==> config.mk <==
export PLATFORM = sky130hd
export DESIGN_NAME = jtag_scan_ctrl
export DESIGN_NICKNAME = d
export VERILOG_FILES = /design/src/rtl/jtag_pkg.sv /design/src/rtl/jtag_shift_word.sv /design/src/rtl/jtag_scan_ctrl.sv
export SDC_FILE = /design/constraint.sdc
export NUM_CORES = 1
export LEC_CHECK = 0
export BUFFER_PORTS_ARGS = -buffer_cell sky130_fd_sc_hd__buf_2
export CAP_MARGIN = 30
export CORE_MARGIN = 1
export CORE_UTILIZATION = 45
export CTS_CLUSTER_DIAMETER = 40
export DETAILED_ROUTE_END_ITERATION = 8
export PLACE_DENSITY = 0.68
export SYNTH_ARGS = -nofsm -noshare
export SYNTH_HDL_FRONTEND = slang
export SYNTH_SLANG_ARGS = --single-unit
==> constraint.sdc <==
create_clock -name clk -period 2.66 [get_ports clk]
set_clock_uncertainty 0.2 [all_clocks]
set_input_delay 0.266 -clock clk [delete_from_list [all_inputs] [get_ports clk]]
set_output_delay 0.266 -clock clk [all_outputs]
set_load 0.005 [all_outputs]
==> src/rtl/jtag_pkg.sv <==
// Shared definitions for the JTAG scan front end and the chained register RAM wrapper.
package jtag_pkg;
    localparam int JTAG_WIDTH = 32;
    localparam int JTAG_DEPTH = 8;

    typedef enum logic [2:0] {
        IDLE,
        SHIFT,
        XFER,
        LOAD,
        DONE
    } jtag_state_e;
endpackage

==> src/rtl/jtag_shift_word.sv <==
// One word of serial/parallel conversion: TDI assembles into in_sr while out_sr drains onto TDO.
module jtag_shift_word #(
    parameter int WIDTH = 32,
    parameter int CNT_W = $clog2(WIDTH)
) (
    input  logic             clk,
    input  logic             rst_n,
    input  logic             load_i,
    input  logic             shift_i,
    input  logic             clr_i,
    input  logic             tdi_i,
    input  logic [WIDTH-1:0] par_i,
    output logic [WIDTH-1:0] in_sr_o,
    output logic             sout_o,
    output logic             word_full_o
);
    logic [WIDTH-1:0] in_sr_q, in_sr_d;
    logic [WIDTH-1:0] out_sr_q, out_sr_d;
    logic [CNT_W-1:0] bit_cnt_q, bit_cnt_d;

    // Asserted on the strobe that delivers the last bit of a word.
    assign word_full_o = shift_i && (bit_cnt_q == CNT_W'(WIDTH - 1));
    assign in_sr_o     = in_sr_q;
    assign sout_o      = out_sr_q[0];

    always_comb begin
        in_sr_d   = in_sr_q;
        out_sr_d  = out_sr_q;
        bit_cnt_d = bit_cnt_q;
        if (clr_i)
            bit_cnt_d = '0;
        if (load_i)
            out_sr_d = par_i;
        if (shift_i) begin
            in_sr_d   = {tdi_i, in_sr_q[WIDTH-1:1]};
            out_sr_d  = out_sr_q >> 1;
            bit_cnt_d = word_full_o ? '0 : bit_cnt_q + CNT_W'(1);
        end
    end

    always_ff @(posedge clk or negedge rst_n) begin
        if (!rst_n) begin
            in_sr_q   <= '0;
            out_sr_q  <= '0;
            bit_cnt_q <= '0;
        end else begin
            in_sr_q   <= in_sr_d;
            out_sr_q  <= out_sr_d;
            bit_cnt_q <= bit_cnt_d;
        end
    end
endmodule

==> src/rtl/jtag_scan_ctrl.sv <==
// Scan sequencer: shifts DEPTH words through the register RAM chain, one Jen pulse per word.
module jtag_scan_ctrl
    import jtag_pkg::*;
#(
    parameter int WIDTH = JTAG_WIDTH,
    parameter int DEPTH = JTAG_DEPTH,
    parameter int CNT_W = $clog2(WIDTH)
) (
    input  logic             clk,
    input  logic             rst_n,
    input  logic             start,
    input  logic             abort,
    input  logic             bit_en,
    input  logic             tdi,
    output logic             tdo,
    output logic             busy,
    output logic             done,
    output logic             Jen,
    output logic [WIDTH-1:0] Jin,
    input  logic [WIDTH-1:0] Jout
);
    localparam int WC_W = (DEPTH > 1) ? $clog2(DEPTH) : 1;

    jtag_state_e     state_q, state_d;
    logic [WC_W-1:0] word_cnt_q, word_cnt_d;
    logic            load, shift, clr, word_full;

    jtag_shift_word #(.WIDTH(WIDTH), .CNT_W(CNT_W)) u_word (
        .clk         (clk),
        .rst_n       (rst_n),
        .load_i      (load),
        .shift_i     (shift),
        .clr_i       (clr),
        .tdi_i       (tdi),
        .par_i       (Jout),
        .in_sr_o     (Jin),
        .sout_o      (tdo),
        .word_full_o (word_full)
    );

    assign busy = (state_q != IDLE);

    always_comb begin
        state_d    = state_q;
        word_cnt_d = word_cnt_q;
        load       = 1'b0;
        shift      = 1'b0;
        clr        = 1'b0;
        Jen        = 1'b0;
        done       = 1'b0;
        unique case (state_q)
            IDLE: if (start) begin
                state_d    = SHIFT;
                load       = 1'b1;
                clr        = 1'b1;
                word_cnt_d = '0;
            end
            SHIFT: if (bit_en) begin
                shift = 1'b1;
                if (word_full)
                    state_d = XFER;
            end
            XFER: begin
                Jen     = 1'b1;
                state_d = LOAD;
            end
            LOAD: begin
                // The RAM shifted on the previous edge, so Jout is already the next tail word.
                load = 1'b1;
                if (word_cnt_q == WC_W'(DEPTH - 1)) begin
                    state_d = DONE;
                end else begin
                    word_cnt_d = word_cnt_q + WC_W'(1);
                    state_d    = SHIFT;
                end
            end
            DONE: begin
                done    = 1'b1;
                state_d = IDLE;
            end
            default: state_d = IDLE;
        endcase
        if (abort) begin
            state_d    = IDLE;
            word_cnt_d = word_cnt_q;
            load       = 1'b0;
            shift      = 1'b0;
            clr        = 1'b0;
            Jen        = 1'b0;
            done       = 1'b0;
        end
    end

    always_ff @(posedge clk or negedge rst_n) begin
        if (!rst_n) begin
            state_q    <= IDLE;
            word_cnt_q <= '0;
        end else begin
            state_q    <= state_d;
            word_cnt_q <= word_cnt_d;
        end
    end
endmodule

==> impl_metrics.toml <==
[status]
status = "finished, final reports clean"

[power_and_ir_drop]
irDropWorstVdd_uv = 444
power_uw = 2700
leakage_uw = 0.00224
powerDensity_nw_per_um2 = 634

[routing]
drc = 0
drt_iter0_drc = 118
viasPerCell = 4.83
ant_nets = 0
wl_per_cell_microns = 12.2
drt-pass1-iter-count = 4
dr_total_vias = 2766
wirelength_microns = 7020

[placed_design]
placedCellCount = 523
place.detailed.hpwl_microns = 4140
portBuffers = 73
placed_cell_area_sq_um = 3710
place.gp.congestion = 0.801

[setup_path]
crit_path_end_kind = "flop"
cp_max_fo = 40
reg2reg_slack_ns = 0.66
arrival_ns = 2.04
crit_chain = "dlygate4sd3_1 > buf_2 > nor3_2 > nor2b_4 > buf_4 > nand2_1 > a31oi_1"
required_ns = 2.70
crit_buf_inv = 3
r2r-start = "state_q[0]$_DFFE_PN0P_"
timing.rr.end = "word_cnt_q[0]$_DFFE_PN0P_"
critPathSlowestCell = "dlygate4sd3_1"
reg2reg_depth = 3
path_delay_family = "buffers and inverters"
worstSetupPathType = "input port to flop"
cpPeakStageDelay_ns = 0.54
worstSetupStartpointType = "input port"

[final_layout]
antenna_cells = 0
drive_gt1_share_pct = 21.4
layout.cells.non_filler = 573
final_area_sq_um = 4260
syn_to_final_growth_pct = 29.8
layout.filler_cells = 637
post-route-util_pct = 61.7
nNetsFinal = 515

[global_route]
grt_usage_pct = 19.2
grt_pass1_wl_microns = 11500
grt_antenna_before_repair = 0
grt_start_max_net_pins = 76
grt_overflow = 0
first_global_vias = 2578

[yosys]
syn-mean-instance-area_sq_um = 8.80
ys.flop_type = "dfrtp_1"
synth_edf_count = 0
yosys.area.top_type = "dfrtp_1"
yosys-top-cells-area = "dfrtp_1 (57%), nand2_1 (18%), a31oi_1 (5.9%)"
synth_cell_types = 30
synth.most_common_cell = "nand2_1"
syn_nets = 415
yosysSeqAreaShare_pct = 57.2
synthCells = 373
syn_area_sq_um = 3280
synthArstFlopShare_pct = 100
synthTopCellsByCount = "nand2_1 (161), dfrtp_1 (75), nor2_1 (35)"
yosys.area.top_type_share_pct = 57.2
synth-seq-cells = 75
ys_warn_count = 0

[clock_network]
cts_buffer_depth = 2
cts.sinks = 75
clock_latency_ns = 0.33
ctsResizeCount = 0
cts_max_level = 3
clkTransAtPathRegs_ns = 0.07
cts-root-buf = "clkbuf_8"
post_cts_buffers = 0
cts_hold_buffers = 34
cts_tree = "built"
cts_buffers = 9

[floorplanning]
die_w_microns = 87.4
fp.dieH_microns = 87.4
rows = 30
initial_utilization_pct = 47.5
die_area_sq_um = 7640
core_sq_um = 6910
io_pins = 74

[min_path]
hold_start = "Jout[29]"
hold_end = "u_word.out_sr_q[29]$_DFFE_PN0P_"
whs_path_depth = 3
hold_path.class = "input port to flop"

[sta]
min_period_ns = 2.00
finalCritPeriodShare_pct = 75.3
drv_slew = 0
fin_tns_setup_ns = 0
hold_viol = 0
rsz0062_at_grt = "false"
tightest_slew_ns = 0.447
setup_viol = 0
fmax_mhz = 499
relSlewSlack_pct = 70.2

[job]
cap_violations = 0
cells by family after synthesis:
family,count (synthesis),share of synthesized area (%)
simple gates,218,26.7
flops,75,57.2
compound gates,44,8.65
buf+inv,27,4.42
fa+ha+maj,4,1.53
xor+xnor,3,0.801
mux,2,0.686
power breakdown:
| part | internal, uW | total (uW) | switching (uW) | leakage [uW] |
|---|---|---|---|---|
| Combinational | 218 | 445 | 227 | 0.00120 |
| Clock | 425 | 824 | 399 | 0.0000881 |
| Sequential | 1320 | 1430 | 114 | 0.000947 |
| Total | 1960 | 2700 | 740 | 0.00224 |
placed cells by master (no fill, tap or decap), types with 3 or more instances in the layout:
cell type,Yosys,final
dfrtp_1,75,75
ha_1,4,4
dlygate4sd3_1,0,34
nor2_1,35,35
buf_2,11,72
nand2_1,161,161
clkbuf_8,0,9
o21ai_0,4,4
a22o_1,4,4
a31oi_1,31,31
inv_1,3,3
buf_4,6,5
nand3_1,8,7
stage by stage:
step                hold WS, ns  setup WS [ns]
detailed placement        0.258          0.657
finish                   0.0416          0.657
global route             0.0353          0.512
global placement          0.255          0.719
floorplan                -0.230          0.827
CTS                      0.0220          0.640
final cells by class:
class                      count  area, sq um  area share (%)
clock inverter                 5         55.1            1.29
inverter                       3         11.3           0.264
timing repair buffer         113          786            18.4
clock buffer                  10          128            3.00
tap                           96          120            2.82
multi-input combinational    271         1280            30.1
sequential                    75         1880            44.1
sequential cells by signal, summed over array words and instances (netlist names):
signal	count
state_q	3
u_word.in_sr_o	32
word_cnt_q	3
u_word.bit_cnt_q	5
u_word.out_sr_q	32
worst min-delay path, stage by stage:
cell,delay (ns)
buf_2,0.10
nand2_1,0.06
a31oi_1,0.09
routing by layer:
layer	vias to the layer above	part of all wire, %	track usage [%]
met5	-	0	0
li1	1407	-	-
met1	1306	49	25.4
met2	51	47	31.9
met3	2	2.9	2.84
met4	0	0.57	7.15
worst max path at each step:
stage | endpoint | start | slack [ns] | cells past startpoint
finish | u_word.out_sr_q[29]$_DFFE_PN0P_ | abort | 0.66 | 7
global route | u_word.out_sr_q[29]$_DFFE_PN0P_ | state_q[1]$_DFFE_PN0P_ | 0.51 | 5
CTS | word_cnt_q[0]$_DFFE_PN0P_ | state_q[0]$_DFFE_PN0P_ | 0.64 | 3
detailed placement | word_cnt_q[0]$_DFFE_PN0P_ | state_q[0]$_DFFE_PN0P_ | 0.66 | 3
global placement | word_cnt_q[0]$_DFFE_PN0P_ | state_q[0]$_DFFE_PN0P_ | 0.72 | 3
floorplan | word_cnt_q[0]$_DFFE_PN0P_ | word_cnt_q[0]$_DFFE_PN0P_ | 0.83 | 5
No activity file was read; power rests on OpenSTA's default activity.
